### src/rtl/i2c_seq_pkg.sv
// Shared definitions for the APB sequencer that drives the I2C peripheral's register file.
package i2c_seq_pkg;

   // Host command opcodes carried on cmd_op
   typedef enum logic [1:0] {
      OP_WR   = 2'b00,
      OP_RD   = 2'b01,
      OP_POLL = 2'b10,
      OP_RSVD = 2'b11
   } op_e;

   // Response status codes carried on rsp_err
   typedef enum logic [1:0] {
      ERR_OK      = 2'b00,
      ERR_TIMEOUT = 2'b01,
      ERR_POLL    = 2'b10,
      ERR_BAD_OP  = 2'b11
   } err_e;

   // Sequencer FSM states
   typedef enum logic [2:0] {
      ST_IDLE,
      ST_SETUP,
      ST_ACCESS,
      ST_EVAL,
      ST_GAP,
      ST_RESP
   } state_e;

   // I2C interrupt register offsets inside the peripheral
   localparam logic [15:0] REG_ICR = 16'h0F00;
   localparam logic [15:0] REG_RIS = 16'h0F04;
   localparam logic [15:0] REG_IM  = 16'h0F08;
   localparam logic [15:0] REG_MIS = 16'h0F0C;

   // Masked compare used to decide whether a poll read hit its target value
   function automatic logic poll_match(input logic [15:0] rd,
                                       input logic [15:0] cmp,
                                       input logic [15:0] mask);
      return (rd & mask) == (cmp & mask);
   endfunction

endpackage

### src/rtl/i2c_apb_sequencer_if.sv
// Command/response stream plus APB bus of the sequencer.
// The master modport is the sequencer's view (it masters APB and serves commands);
// the slave modport is the surrounding environment (command client and APB peripheral).
interface i2c_apb_sequencer_if;
   logic        cmd_valid;
   logic        cmd_ready;
   logic [1:0]  cmd_op;
   logic [15:0] cmd_addr;
   logic [31:0] cmd_wdata;
   logic [15:0] cmd_mask;
   logic        rsp_valid;
   logic        rsp_ready;
   logic [31:0] rsp_data;
   logic [1:0]  rsp_err;
   logic        m_psel;
   logic        m_penable;
   logic        m_pwrite;
   logic [31:0] m_paddr;
   logic [31:0] m_pwdata;
   logic        m_pready;
   logic [31:0] m_prdata;

   modport master (
      input  cmd_valid, cmd_op, cmd_addr, cmd_wdata, cmd_mask, rsp_ready, m_pready, m_prdata,
      output cmd_ready, rsp_valid, rsp_data, rsp_err, m_psel, m_penable, m_pwrite, m_paddr, m_pwdata
   );

   modport slave (
      output cmd_valid, cmd_op, cmd_addr, cmd_wdata, cmd_mask, rsp_ready, m_pready, m_prdata,
      input  cmd_ready, rsp_valid, rsp_data, rsp_err, m_psel, m_penable, m_pwrite, m_paddr, m_pwdata
   );
endinterface

### src/rtl/i2c_apb_sequencer.sv
// APB master that runs one write / read / poll-until-match op at a time against the
// I2C register file and returns exactly one response per op. All outputs are registered.
module i2c_apb_sequencer
   import i2c_seq_pkg::*;
#(
   parameter logic [31:0] ADDR_BASE      = 32'h0000_0000,
   parameter int          TIMEOUT_CYCLES = 1024,
   parameter int          POLL_MAX       = 65535,
   parameter int          POLL_GAP       = 4
) (
   input  logic                PCLK,
   input  logic                PRESETn,
   i2c_apb_sequencer_if.master bus,
   output logic                busy
);

   localparam int TCNT_W = $clog2(TIMEOUT_CYCLES + 1);
   localparam int PCNT_W = $clog2(POLL_MAX + 1);
   localparam int GCNT_W = $clog2(POLL_GAP + 1);

   localparam logic [TCNT_W-1:0] TCNT_LAST = TCNT_W'(TIMEOUT_CYCLES - 1);
   localparam logic [PCNT_W-1:0] PCNT_LAST = PCNT_W'(POLL_MAX - 1);
   localparam logic [PCNT_W-1:0] PCNT_SAT  = PCNT_W'(POLL_MAX);
   localparam logic [GCNT_W-1:0] GCNT_LAST = GCNT_W'(POLL_GAP - 1);

   state_e              state_q, state_d;
   op_e                 op_q, op_d;
   logic [31:0]         wdata_q, wdata_d;
   logic [15:0]         mask_q, mask_d;
   logic [31:0]         prdata_q, prdata_d;
   logic [TCNT_W-1:0]   tcnt_q, tcnt_d;
   logic [PCNT_W-1:0]   pcnt_q, pcnt_d;
   logic [GCNT_W-1:0]   gcnt_q, gcnt_d;
   logic                cmd_ready_q, cmd_ready_d;
   logic                rsp_valid_q, rsp_valid_d;
   logic [31:0]         rsp_data_q, rsp_data_d;
   err_e                rsp_err_q, rsp_err_d;
   logic                psel_q, psel_d;
   logic                penable_q, penable_d;
   logic                pwrite_q, pwrite_d;
   logic [31:0]         paddr_q, paddr_d;
   logic [31:0]         pwdata_q, pwdata_d;
   logic                busy_q, busy_d;

   // Next-state logic; bus outputs are decoded from the next state so they register in step with it
   always_comb begin
      state_d    = state_q;
      op_d       = op_q;
      wdata_d    = wdata_q;
      mask_d     = mask_q;
      prdata_d   = prdata_q;
      tcnt_d     = tcnt_q;
      pcnt_d     = pcnt_q;
      gcnt_d     = gcnt_q;
      rsp_data_d = rsp_data_q;
      rsp_err_d  = rsp_err_q;
      pwrite_d   = pwrite_q;
      paddr_d    = paddr_q;
      pwdata_d   = pwdata_q;

      case (state_q)
         ST_IDLE: begin
            if (bus.cmd_valid) begin
               op_d     = op_e'(bus.cmd_op);
               wdata_d  = bus.cmd_wdata;
               mask_d   = bus.cmd_mask;
               tcnt_d   = '0;
               pcnt_d   = '0;
               gcnt_d   = '0;
               paddr_d  = ADDR_BASE + {16'h0000, bus.cmd_addr};
               pwrite_d = (op_e'(bus.cmd_op) == OP_WR);
               pwdata_d = (op_e'(bus.cmd_op) == OP_WR) ? bus.cmd_wdata : 32'h0;
               if (op_e'(bus.cmd_op) == OP_RSVD) begin
                  state_d    = ST_RESP;
                  rsp_data_d = 32'h0;
                  rsp_err_d  = ERR_BAD_OP;
               end else begin
                  state_d = ST_SETUP;
               end
            end
         end
         ST_SETUP: begin
            tcnt_d  = '0;
            state_d = ST_ACCESS;
         end
         ST_ACCESS: begin
            if (bus.m_pready) begin
               prdata_d = bus.m_prdata;
               state_d  = ST_EVAL;
            end else if (tcnt_q == TCNT_LAST) begin
               state_d    = ST_RESP;
               rsp_data_d = 32'h0;
               rsp_err_d  = ERR_TIMEOUT;
            end else begin
               tcnt_d = tcnt_q + 1'b1;
            end
         end
         ST_EVAL: begin
            rsp_err_d = ERR_OK;
            if (op_q == OP_WR) begin
               state_d    = ST_RESP;
               rsp_data_d = 32'h0;
            end else if (op_q == OP_RD) begin
               state_d    = ST_RESP;
               rsp_data_d = prdata_q;
            end else if (poll_match(prdata_q[15:0], wdata_q[15:0], mask_q)) begin
               state_d    = ST_RESP;
               rsp_data_d = prdata_q;
            end else begin
               pcnt_d = (pcnt_q == PCNT_SAT) ? pcnt_q : pcnt_q + 1'b1;
               if (pcnt_q >= PCNT_LAST) begin
                  state_d    = ST_RESP;
                  rsp_data_d = prdata_q;
                  rsp_err_d  = ERR_POLL;
               end else begin
                  gcnt_d  = '0;
                  state_d = ST_GAP;
               end
            end
         end
         ST_GAP: begin
            if (gcnt_q == GCNT_LAST) begin
               state_d = ST_SETUP;
            end else begin
               gcnt_d = gcnt_q + 1'b1;
            end
         end
         ST_RESP: begin
            if (bus.rsp_ready) begin
               state_d = ST_IDLE;
            end
         end
         default: state_d = ST_IDLE;
      endcase

      cmd_ready_d = (state_d == ST_IDLE);
      busy_d      = (state_d != ST_IDLE);
      rsp_valid_d = (state_d == ST_RESP);
      psel_d      = (state_d == ST_SETUP) || (state_d == ST_ACCESS);
      penable_d   = (state_d == ST_ACCESS);
   end

   // State and output registers; reset drops the bus at once and discards any op in flight
   always_ff @(posedge PCLK or negedge PRESETn) begin
      if (!PRESETn) begin
         state_q     <= ST_IDLE;
         op_q        <= OP_WR;
         wdata_q     <= '0;
         mask_q      <= '0;
         prdata_q    <= '0;
         tcnt_q      <= '0;
         pcnt_q      <= '0;
         gcnt_q      <= '0;
         cmd_ready_q <= 1'b1;
         rsp_valid_q <= 1'b0;
         rsp_data_q  <= '0;
         rsp_err_q   <= ERR_OK;
         psel_q      <= 1'b0;
         penable_q   <= 1'b0;
         pwrite_q    <= 1'b0;
         paddr_q     <= '0;
         pwdata_q    <= '0;
         busy_q      <= 1'b0;
      end else begin
         state_q     <= state_d;
         op_q        <= op_d;
         wdata_q     <= wdata_d;
         mask_q      <= mask_d;
         prdata_q    <= prdata_d;
         tcnt_q      <= tcnt_d;
         pcnt_q      <= pcnt_d;
         gcnt_q      <= gcnt_d;
         cmd_ready_q <= cmd_ready_d;
         rsp_valid_q <= rsp_valid_d;
         rsp_data_q  <= rsp_data_d;
         rsp_err_q   <= rsp_err_d;
         psel_q      <= psel_d;
         penable_q   <= penable_d;
         pwrite_q    <= pwrite_d;
         paddr_q     <= paddr_d;
         pwdata_q    <= pwdata_d;
         busy_q      <= busy_d;
      end
   end

   assign bus.cmd_ready = cmd_ready_q;
   assign bus.rsp_valid = rsp_valid_q;
   assign bus.rsp_data  = rsp_data_q;
   assign bus.rsp_err   = rsp_err_q;
   assign bus.m_psel    = psel_q;
   assign bus.m_penable = penable_q;
   assign bus.m_pwrite  = pwrite_q;
   assign bus.m_paddr   = paddr_q;
   assign bus.m_pwdata  = pwdata_q;
   assign busy          = busy_q;

endmodule

### src/flat_wrapper.sv
// flat-port wrapper written by rule: the top's interface ports become plain ports
module i2c_apb_sequencer_flat import i2c_seq_pkg::*;
#(
   parameter logic [31:0] ADDR_BASE      = 32'h0000_0000,
   parameter int          TIMEOUT_CYCLES = 1024,
   parameter int          POLL_MAX       = 65535,
   parameter int          POLL_GAP       = 4
)
  (PCLK, PRESETn, busy, bus_cmd_valid, bus_cmd_op, bus_cmd_addr, bus_cmd_wdata, bus_cmd_mask, bus_rsp_ready, bus_m_pready, bus_m_prdata, bus_cmd_ready, bus_rsp_valid, bus_rsp_data, bus_rsp_err, bus_m_psel, bus_m_penable, bus_m_pwrite, bus_m_paddr, bus_m_pwdata);
  i2c_apb_sequencer_if bus_i ();
  input  logic PCLK;
  input  logic PRESETn;
  output logic busy;
  input wire logic [$bits(bus_i.cmd_valid)-1:0] bus_cmd_valid;
  input wire logic [$bits(bus_i.cmd_op)-1:0] bus_cmd_op;
  input wire logic [$bits(bus_i.cmd_addr)-1:0] bus_cmd_addr;
  input wire logic [$bits(bus_i.cmd_wdata)-1:0] bus_cmd_wdata;
  input wire logic [$bits(bus_i.cmd_mask)-1:0] bus_cmd_mask;
  input wire logic [$bits(bus_i.rsp_ready)-1:0] bus_rsp_ready;
  input wire logic [$bits(bus_i.m_pready)-1:0] bus_m_pready;
  input wire logic [$bits(bus_i.m_prdata)-1:0] bus_m_prdata;
  output wire logic [$bits(bus_i.cmd_ready)-1:0] bus_cmd_ready;
  output wire logic [$bits(bus_i.rsp_valid)-1:0] bus_rsp_valid;
  output wire logic [$bits(bus_i.rsp_data)-1:0] bus_rsp_data;
  output wire logic [$bits(bus_i.rsp_err)-1:0] bus_rsp_err;
  output wire logic [$bits(bus_i.m_psel)-1:0] bus_m_psel;
  output wire logic [$bits(bus_i.m_penable)-1:0] bus_m_penable;
  output wire logic [$bits(bus_i.m_pwrite)-1:0] bus_m_pwrite;
  output wire logic [$bits(bus_i.m_paddr)-1:0] bus_m_paddr;
  output wire logic [$bits(bus_i.m_pwdata)-1:0] bus_m_pwdata;
  assign bus_i.cmd_valid = bus_cmd_valid;
  assign bus_i.cmd_op = bus_cmd_op;
  assign bus_i.cmd_addr = bus_cmd_addr;
  assign bus_i.cmd_wdata = bus_cmd_wdata;
  assign bus_i.cmd_mask = bus_cmd_mask;
  assign bus_i.rsp_ready = bus_rsp_ready;
  assign bus_i.m_pready = bus_m_pready;
  assign bus_i.m_prdata = bus_m_prdata;
  assign bus_cmd_ready = bus_i.cmd_ready;
  assign bus_rsp_valid = bus_i.rsp_valid;
  assign bus_rsp_data = bus_i.rsp_data;
  assign bus_rsp_err = bus_i.rsp_err;
  assign bus_m_psel = bus_i.m_psel;
  assign bus_m_penable = bus_i.m_penable;
  assign bus_m_pwrite = bus_i.m_pwrite;
  assign bus_m_paddr = bus_i.m_paddr;
  assign bus_m_pwdata = bus_i.m_pwdata;
  i2c_apb_sequencer #(.ADDR_BASE(ADDR_BASE), .TIMEOUT_CYCLES(TIMEOUT_CYCLES), .POLL_MAX(POLL_MAX), .POLL_GAP(POLL_GAP)) u_core (.PCLK(PCLK), .PRESETn(PRESETn), .bus(bus_i), .busy(busy));
endmodule
### config.mk
export PLATFORM = sky130hd
export DESIGN_NAME = i2c_apb_sequencer_flat
export DESIGN_NICKNAME = d
export VERILOG_FILES = /design/src/rtl/i2c_seq_pkg.sv /design/src/rtl/i2c_apb_sequencer_if.sv /design/src/rtl/i2c_apb_sequencer.sv /design/src/flat_wrapper.sv
export SDC_FILE = /design/constraint.sdc
export NUM_CORES = 1
export LEC_CHECK = 0
export BUFFER_PORTS_ARGS = -buffer_cell sky130_fd_sc_hd__buf_4
export CORE_ASPECT_RATIO = 0.75
export CORE_MARGIN = 4
export CORE_UTILIZATION = 40
export DETAILED_ROUTE_END_ITERATION = 12
export HOLD_SLACK_MARGIN = 0.12
export PLACE_DENSITY = 0.75
export SLEW_MARGIN = 10
export SYNTH_ARGS = -nofsm -noshare
export SYNTH_HDL_FRONTEND = slang
export SYNTH_SLANG_ARGS = --single-unit
### constraint.sdc
create_clock -name PCLK -period 2.58 [get_ports PCLK]
set_input_delay 0.387 -clock PCLK [delete_from_list [all_inputs] [get_ports PCLK]]
set_output_delay 0.387 -clock PCLK [all_outputs]
set_load 0.005 [all_outputs]
# Word level (Yosys, flattened, before mapping)
# Index checks and enable logic that the tools add are counted.
# classes
n_reduce_logical,17
mux,47
n_bitwise,2
order_cmp,1
eq_ne,26
add_sub_neg,3
# op_table
op,n
$mux 32,9
$pmux 32 s3,1
$mux 16,5
$mux 3,15
$mux 11,3
$pmux 11 s3,1
$and 16x16->16,2
$pmux 16 s2,1
$ne 2x2->1 const B,9
$pmux 3 s6,1
$add 16x1->16 const B,1
$eq 16x16->1,1
$eq 16x16->1 const B,1
$ge 16x16->1 const B,1
$mux 2,8
$eq 3x2->1 const B,4
$reduce_and 6->1,2
$reduce_bool 3->1,4
$add 11x1->11 const B,1
$eq 11x10->1 const B,1
$eq 3x3->1 const B,3
$pmux 3 s3,1
$reduce_and 7->1,1
$eq 3x1->1 const B,2
other kinds (14),18
# totals
register_bits,187
wordCells,114
in_bits,103

# Logic depth before layout (Yosys ltp)
# Gate-level depths: netlist of run 1.
# depth
ltp_word,8
mapped_depth,9
depth_no_buf,7

# Least setup slack after synthesis of run 1
# No wires, ideal clock.
# synth_timing
path_kind,flip-flop to flip-flop
start,register u_core.tcnt_q[0]
end,register u_core.rsp_data_q[19] (netlist: u_core.bus.rsp_data[19])
arrival_time_ns,2.163
path_stages_with_launch,10
period_less_slack_ns,2.227
setup_ns,0.064
path_buffers,2
t_required_ns,2.516
path_slack_ns,0.353
path_cell_list,dfrtp_1 -> ha_1 -> and3_1 -> buf_4 -> nand3_2 -> a221oi_1 -> o21ai_2 -> a311oi_4 -> buf_6 -> a22o_2
# synth_via
elab_chain_len,3
# synth_lines
item,line,rtl
"start, declared",i2c_apb_sequencer.sv:31,"logic [TCNT_W-1:0] tcnt_q, tcnt_d;"
"start signal, assigned",i2c_apb_sequencer.sv:170,tcnt_q <= tcnt_d;
$eq 11x10->1,i2c_apb_sequencer.sv:90,end else if (tcnt_q == TCNT_LAST) begin
$ne 2x1->1 (no line),-,
$reduce_and 6->1 (no line),-,
"end signal, assigned",i2c_apb_sequencer.sv:175,rsp_data_q <= rsp_data_d;
"end, declared",i2c_apb_sequencer.sv:36,"logic [31:0] rsp_data_q, rsp_data_d;"
# No other way between the ends.
# A chain may end at the register's enable or synchronous reset.

# Worst setup path in the final report of run 1
# layout_timing
start,register u_core.tcnt_q[0]
end,register u_core.psel_q (netlist: u_core.bus.m_psel)
# layout_via
elab_chain_len,6
elab_cells_between_ends,7
cone_classes,eq/ne: 3; mux: 3; reduce/logical: 1
# layout_lines
item,line,rtl
$eq 11x10->1,i2c_apb_sequencer.sv:90,
$mux 3,i2c_apb_sequencer.sv:90,
$mux 3,i2c_apb_sequencer.sv:87,if (bus.m_pready) begin
$pmux 3 s6,i2c_apb_sequencer.sv:61,case (state_q)
$eq 3x2->1,-,
net u_core.penable_d,i2c_apb_sequencer.sv:39,"logic penable_q, penable_d;"
$logic_or 1x1->1,i2c_apb_sequencer.sv:139,psel_d = (state_d == ST_SETUP) || (state_d == ST_ACCESS);
net u_core.psel_d,i2c_apb_sequencer.sv:38,"logic psel_q, psel_d;"
"end signal, assigned",i2c_apb_sequencer.sv:177,psel_q <= psel_d;
"end, declared",i2c_apb_sequencer.sv:38,
# The timed path passes the listed nets, and every way through them passes these cells.

==> results of run 1 <==
==> synthesized netlist by cell type, types with 2 or more instances <==
cell type	n	area, µm²
nor2_1	21	78.83
inv_1	5	18.77
o211ai_1	7	52.55
ha_1	5	62.56
nand3b_1	2	15.01
clkbuf_1	25	93.84
buf_2	6	30.03
or4_1	7	52.55
o31ai_1	3	22.52
mux2i_1	3	30.03
buf_6	4	45.04
buf_4	17	127.6
xor2_1	16	140.1
o22ai_1	3	18.77
a211o_1	2	17.52
a21oi_1	18	90.09
a21o_1	3	22.52
a22o_1	35	306.5
mux2_2	32	360.4
o21ai_1	2	10.01
nand4_1	8	50.05
nor3_1	9	45.04
nand3_1	7	35.03
a22oi_1	9	67.56
nor4_1	3	18.77
or3_1	7	43.79
dfrtp_1	186	4654
and3_1	5	31.28
nand2_1	182	683.2
xnor2_1	2	17.52
nor2b_1	3	18.77
o21ai_0	25	125.1
a22o_2	29	290.3
and2_1	4	25.02
==> per-layer routing <==
metal	up-vias	global-route usage	wire length [µm]
li1	2908	-	-
met1	3000	0.2864	9886
met3	11	0.06996	2175
met4	0	0.04378	207
met2	239	0.2641	8818
met5	-	0	0
==> area by class of cell <==
type                            count  share of cell area
Clock inverter                     14             0.01546
Clock buffer                       17             0.04106
Sequential cell                   187              0.4518
Timing Repair Buffer              216              0.1646
Multi-Input combinational cell    491              0.2943
Inverter                            6            0.002174
Tap cell                          253             0.03056
==> kinds of logic (layout without fill, tap and decap cells) <==
family                   after synthesis  count (layout)  share of synthesized area
adder cells (fa/ha/maj)                5               5                   0.007835
other                                  1              16                  0.0004696
XOR/XNOR                              18              18                    0.01974
AO/OA/AOI/OAI                        148             148                     0.1437
multiplexers                          35              35                    0.04889
flip-flops                           187             187                     0.5862
buffers and inverters                 60             253                    0.04137
AND/OR/NAND/NOR                      269             269                     0.1518
==> where the power goes <==
part / internal [µW] / switching (µW) / leakage, µW
Combinational: 1780 / 1820 / 0.00246
Sequential: 3940 / 764 / 0.00243
Clock: 1370 / 1210 / 0.000282
Total: 7090 / 3790 / 0.00517
==> final timing paths <==
path,end,slack (ps),cells past startpoint
max,u_core.bus.m_psel$_DFF_PN0_,220,7
min in group asynchronous,u_core.tcnt_q[9]$_DFFE_PN0P_,580,2
min reg2reg,u_core.bus.m_paddr[2]$_DFFE_PN0P_,480,2
max in group asynchronous,u_core.bus.m_pwdata[7]$_DFFE_PN0P_,1300,3
min,u_core.bus.m_paddr[14]$_DFFE_PN0P_,140,3
max reg2reg,u_core.bus.m_psel$_DFF_PN0_,220,7
==> critical path: cells and delay by family, from the launching register on <==
family,cells,cell delay [ps]
buffers and inverters,1,150
AND/OR/NAND/NOR,2,380
adder cells (fa/ha/maj),1,200
AO/OA/AOI/OAI,3,1120
flip-flops,1,380
==> timing repair <==
item,CTS,global route
endpoints found under the hold margin,72,0
hold buffers,1,0
setup buffers,0,0
resized for setup,0,0
setup endpoints to repair,0,0
==> stage by stage <==
step	hold WS [ps]	utilization	std cells	instance area (µm²)	worst slack [ps]
global route	131.5	0.5316	1184	10360	59.58
CTS	130.9	0.5316	1184	10360	282.4
floorplan	91.41	-	738	8041	353.0
global placement	460.2	0.5010	1152	9764	356.0
detailed placement	464.5	0.5010	1152	9764	296.1
finish	144.1	0.5316	1184	10360	223.9
==> flip-flops by register name (all words and copies together), names as in the netlist <==
| name | flops |
|---|---|
| u_core.bus.m_pwdata | 32 |
| u_core.bus.rsp_data | 32 |
| u_core.prdata_q | 32 |
| u_core.bus.m_paddr | 16 |
| u_core.mask_q | 16 |
| u_core.pcnt_q | 16 |
| u_core.wdata_q | 16 |
| u_core.tcnt_q | 11 |
| u_core.gcnt_q | 3 |
| u_core.state_q | 3 |
| u_core.bus.rsp_err | 2 |
| u_core.op_q | 2 |
| u_core.bus.cmd_ready | 1 |
| u_core.bus.m_penable | 1 |
| u_core.bus.m_psel | 1 |
| u_core.bus.m_pwrite | 1 |
| u_core.bus.rsp_valid | 1 |
| u_core.busy | 1 |
==> results summary, run 1 <==
The total die area is 22310 µm². The synthesized design contains 187 register bits. The number of vias after detailed routing is 6158. The core area came out at 19490 µm².

The number of filler instances in the final layout came out at 1720. The transition time of the tightest slew-check pin came out at 665.3 ps. The final critical delay including setup and external delays came out at 2356 ps. The required time at the worst-slack endpoint is 2880 ps. From synthesis to final layout, the design area changed by 29.74%. A synthesized cell averages 11.04 µm². The final sum of negative setup slack is 0 ps. Pin placement for this block handled 207 I/O pins.

The all-layer global routing usage came out at 0.1911. The CTS H-tree depth came out at 4. STA classifies the critical path startpoint as a flip-flop. Among all flip-flop cells after synthesis, the most frequent one is dfrtp_1. Setup violations remaining at the end of the flow were counted as 0. The share of the Yosys chip area taken by registers is 0.5862.

The number of antenna diodes is 0. The maximum number of pins on one net before global-route repair is 80. In the final design database the tool counted 1027 nets. The HPWL reported at the end of detailed placement came out at 15250 µm.

The first global-routing pass estimated 33150 µm of wire. The multi-input combinational cells in the finished layout cover a total of 3049 µm². STA classifies the critical path endpoint as a flip-flop. After floorplanning, the core was divided into 44 placement rows. For this run, the detailed router's first-pass iteration total came to 4. The count of final max-slew check failures came to 0.

On the worst path, the slowest cell contributes a delay of 530 ps. The effective utilization at floorplan came out at 0.4097. The achievable clock frequency is 424.4 MHz. The remaining antenna violation count after routing is 0. The initial antenna violation count is 0.

Traced cell by cell, the critical path runs through ha_1 > and3_1 > buf_4 > nand4_1 > o21ai_1 > o21ai_0 > o21bai_1. The sum of overflow across all layers after global routing came out at 0. Setup repair after global routing left no endpoint under its margin. On the critical path, the stage with the largest delay is an instance of o21ai_1. The average wire per cell in the routed design came out at 17.81 µm. The overall die width came out at 171.1 µm. The tree is rooted in a clkbuf_16.

Of the cells placed in the final design, the portion with a size suffix greater than 1 is 0.3523. Counting flops with an async set or reset pin after synthesis yields a share of 1.000. By startpoint and endpoint, the worst setup path is classified as flip-flop to flip-flop.

At the later pin of the worst-skew pair, clock insertion delay measures 430 ps. No sink is reached through more buffers than the 2 on the longest clock path. The total power divided by cell area came out at 1051 nW/µm². The DRC violation total after the first TritonRoute iteration is 492. The die is 130.4 µm tall.

The startpoint identified for the worst register-to-register timing path is u_core.tcnt_q[0]$_DFFE_PN0P_. The clock-pin transition on the worst setup and hold timing paths is 80 ps. Yosys mapped a number of flops with a built-in enable equal to 0. The number of max-cap violations is 0. The sequential cell area is 4681 µm². In this run, distinct cell masters in the synthesized netlist total 62. On the final layout, the worst clock skew is 12.08 ps. The final critical-path share of the clock period is 0.9132. The placer's final routability congestion estimate is 0.8502. The analysis attributes to cell leakage a power of 0.005170 µW. The number of buffers inserted during clock tree synthesis is 17. The netlist area before placement came out at 7985 µm². The launch point of the worst hold path is bus_cmd_addr[14]. In this run the worst setup path begins at u_core.tcnt_q[0]$_DFFE_PN0P_. The synthesized netlist cell count came out at 723.

The vias per cell is 5.201. The peak supply drop is 0.4665 mV. The via count of the first global-routing pass came out at 6005. For the worst setup path, the data arrival time is 2650 ps. In this run the worst path has a maximum fanout of 7. The tightest min-delay check is of the input port to flip-flop type.

Port buffering added 190 buffers. TritonCTS built the clock tree. The library cells used most frequently in the layout, excluding fill and tap cells, are 208 x buf_4, 186 x dfrtp_1, 181 x nand2_1, 35 x a22o_1, 32 x mux2_2. The flow ran to the end, and the final reports show no timing, DRC or antenna violations.

The routed wire length came out at 21090 µm. The warning count from the yosys run came out at 0. The worst slew slack as a fraction of its limit came out at 0.5565.

The final routed DRC violation total is 0. The sink count of the clock tree came out at 187. Total power for the finished layout comes to 10890 µW. Leaving out fill and tap cells, the most frequent cell in the layout is buf_4. The hold violation total from the final report is 0.
Power figures use the tool's default switching activity.
==> inputs of run 2 (changes only) <==
CELL_PAD_IN_SITES_DETAIL_PLACEMENT = 0   (was not set)
CELL_PAD_IN_SITES_GLOBAL_PLACEMENT = 1   (was not set)
PLACE_DENSITY = 0.9   (was 0.75)
==> results summary, run 2 (synthesized netlist as in run 1, its figures left out) <==
The flow ran to the end, and the final reports show no timing, DRC or antenna violations. The worst slew slack as a fraction of its limit was 0.6115 (+0.05501). The placer's final routability congestion estimate is 0.8021 (-5.7%). The share of cells above drive strength 1 came out at 0.3502 (-0.002094). The average wire per cell in the routed design was 17.35 µm (-2.6%). The path class of the tightest hold or removal check is input port to flip-flop.

The effective utilization at floorplan came out at 0.4097 (unchanged). The peak supply drop is 0.5490 mV (+18%). The final critical delay including setup and external delays is 2368 ps (+12.10 ps). The number of max-cap violations is 0 (unchanged). The hold violation total from the final report came out at 0 (unchanged). The clock latency of the later-clocked register in the worst-skew pair is 430 ps (about the same).

From synthesis to final layout, the design area changed by 29.29%. The remaining antenna violation count after routing came out at 0 (unchanged). STA classifies the critical path endpoint as a flip-flop. The count of final max-slew check failures is 0 (unchanged). The required time at the worst-slack endpoint came out at 2950 ps (+70 ps). The number of vias after detailed routing came to 6169 (+0.18%). The final setup violation count is 0 (unchanged).

The DRC violation total after the first TritonRoute iteration is 418 (-15%). The sum of overflow across all layers after global routing came to 0 (unchanged). The slack of the critical path came out at 211.8 ps (-12.10 ps). The routed wire length is 20490 µm (-2.8%). The final routed DRC violation total was 0 (unchanged). The vias per cell is 5.224 (+0.43%).

The data arrival time at the worst-slack endpoint came out at 2740 ps (+90 ps). The final sum of negative setup slack came to 0 ps (unchanged). The critical path in this run is classified as flip-flop to flip-flop. The count of input and output buffers is 190 (unchanged). The HPWL reported at the end of detailed placement is 14700 µm (-3.6%). Clock tree synthesis selected as its root buffer the cell clkbuf_16.

The number of filler instances in the final layout came out at 1777 (+3.3%). The total setup buffers inserted after CTS is 0 (unchanged). The number of antenna diodes came out at 0 (unchanged). The transition time of the tightest slew-check pin came out at 582.8 ps (-82.51 ps). The clock-pin transition on the worst setup and hold timing paths is 80 ps (about the same). Setup repair after global routing left no endpoint under its margin. The total die area came to 22310 µm² (unchanged). The via count of the first global-routing pass is 5996 (-0.15%). The number of buffers inserted during clock tree synthesis came to 17 (unchanged). TritonCTS built the clock tree.

The worst hold slack is 139.0 ps (-5.078 ps). The achievable clock frequency came out at 422.3 MHz (-0.51%). The maximum number of pins on one net before global-route repair came out at 72 (-10%). The sink count of the clock tree is 187 (unchanged). The category of the worst setup path launch point is a flip-flop. The worst setup slack after placement was 118.2 ps (-178.0 ps).

The setup clock skew after layout is 18.03 ps (+5.946 ps). The count of boundary I/O pins is 207 (unchanged). Leaving out fill and tap cells, the most frequent cells in the layout are 207 x buf_4, 186 x dfrtp_1, 181 x nand2_1, 35 x a22o_1, 32 x mux2_2. The CTS H-tree depth came out at 4 (unchanged).

The overall die width was 171.1 µm (unchanged). The number of cell rows is 44 (unchanged). The maximum buffer depth of the clock tree came out at 2 (unchanged). The all-layer global routing usage is 0.1848 (-0.006339). The overall die height came to 130.4 µm (unchanged). The final-stage net count came out at 1023 (-0.39%). The initial antenna violation count is 0 (unchanged). The total power divided by cell area is 1053 nW/µm² (+0.21%).

Leaving out fill and tap cells, the most frequent cell in the layout is buf_4. The wire length of the first global-routing pass was 32240 µm (-2.7%). The highest fanout seen on the critical path came to 32 (+25). The core area came out at 19490 µm² (unchanged). The static leakage is 0.005151 µW (-0.37%). The final critical-path share of the clock period is 0.9179 (+0.004691). The number of detailed-route iterations in the first pass came to 6 (+2).
## run 2: cell type report
cell class	instances	area [µm²]	area share
Sequential cell	187	4681	0.4534
Multi-Input combinational cell	491	3054	0.2958
Timing Repair Buffer	212	1638	0.1586
Clock buffer	17	425.4	0.04121
Tap cell	253	316.6	0.03066
Clock inverter	15	186.4	0.01806
Inverter	6	22.52	0.002182
## run 2: through the flow
step	util	area (µm²)	cells	power (µW)
6_report	0.5297	10320	1181	10870
5_1_grt	0.5297	10320	1181	11610
4_1_cts	0.5294	10320	1181	10960
3_5_place_dp	0.4975	9696	1148	8257
3_3_place_gp	0.4975	9696	1148	8170
2_1_floorplan	-	8041	738	6593
## run 2: path summary, 6_finish.rpt
check / from / depth (start not counted) / endpoint / slack [ps]
worst max-delay path: u_core.tcnt_q[0]$_DFFE_PN0P_ / 8 / u_core.bus.rsp_data[9]$_DFFE_PN0P_ / 210
worst min-delay path: bus_cmd_addr[13] / 3 / u_core.bus.m_paddr[13]$_DFFE_PN0P_ / 140
worst max register to register: u_core.tcnt_q[0]$_DFFE_PN0P_ / 8 / u_core.bus.rsp_data[9]$_DFFE_PN0P_ / 210
worst min register to register: u_core.bus.m_paddr[3]$_DFFE_PN0P_ / 2 / u_core.bus.m_paddr[3]$_DFFE_PN0P_ / 480
max in group asynchronous: PRESETn / 3 / u_core.bus.m_paddr[14]$_DFFE_PN0P_ / 1200
min in group asynchronous: PRESETn / 2 / u_core.tcnt_q[8]$_DFFE_PN0P_ / 510
## run 2: what timing repair did
item | in CTS | in global routing
gates resized for setup | 0 | 1
hold buffers | 1 | 0
endpoints found under the hold margin | 66 | 0
setup endpoints to repair | 0 | 32
## run 2: power by group
group	switching (µW)	internal [µW]	total, µW
combinational	1760	1760	3510
clock	1330	1330	2670
sequential	756	3940	4690
## run 2: critical path, stage by stage (launching register included)
cell and delay [ps]:
dfrtp_1 380, ha_1 200, and3_1 350, nand3_2 140, a221oi_2 390, o21ai_2 120, a311oi_4 320, buf_12 240
a22o_2 170
## run 2: metal layers
layer | global-route usage | wire, µm | vias to the layer above
met5 | 0 | 0 | -
met4 | 0.03633 | 127 | 0
met3 | 0.06329 | 1743 | 11
met2 | 0.2587 | 8497 | 214
met1 | 0.2798 | 10120 | 3054
li1 | - | - | 2890
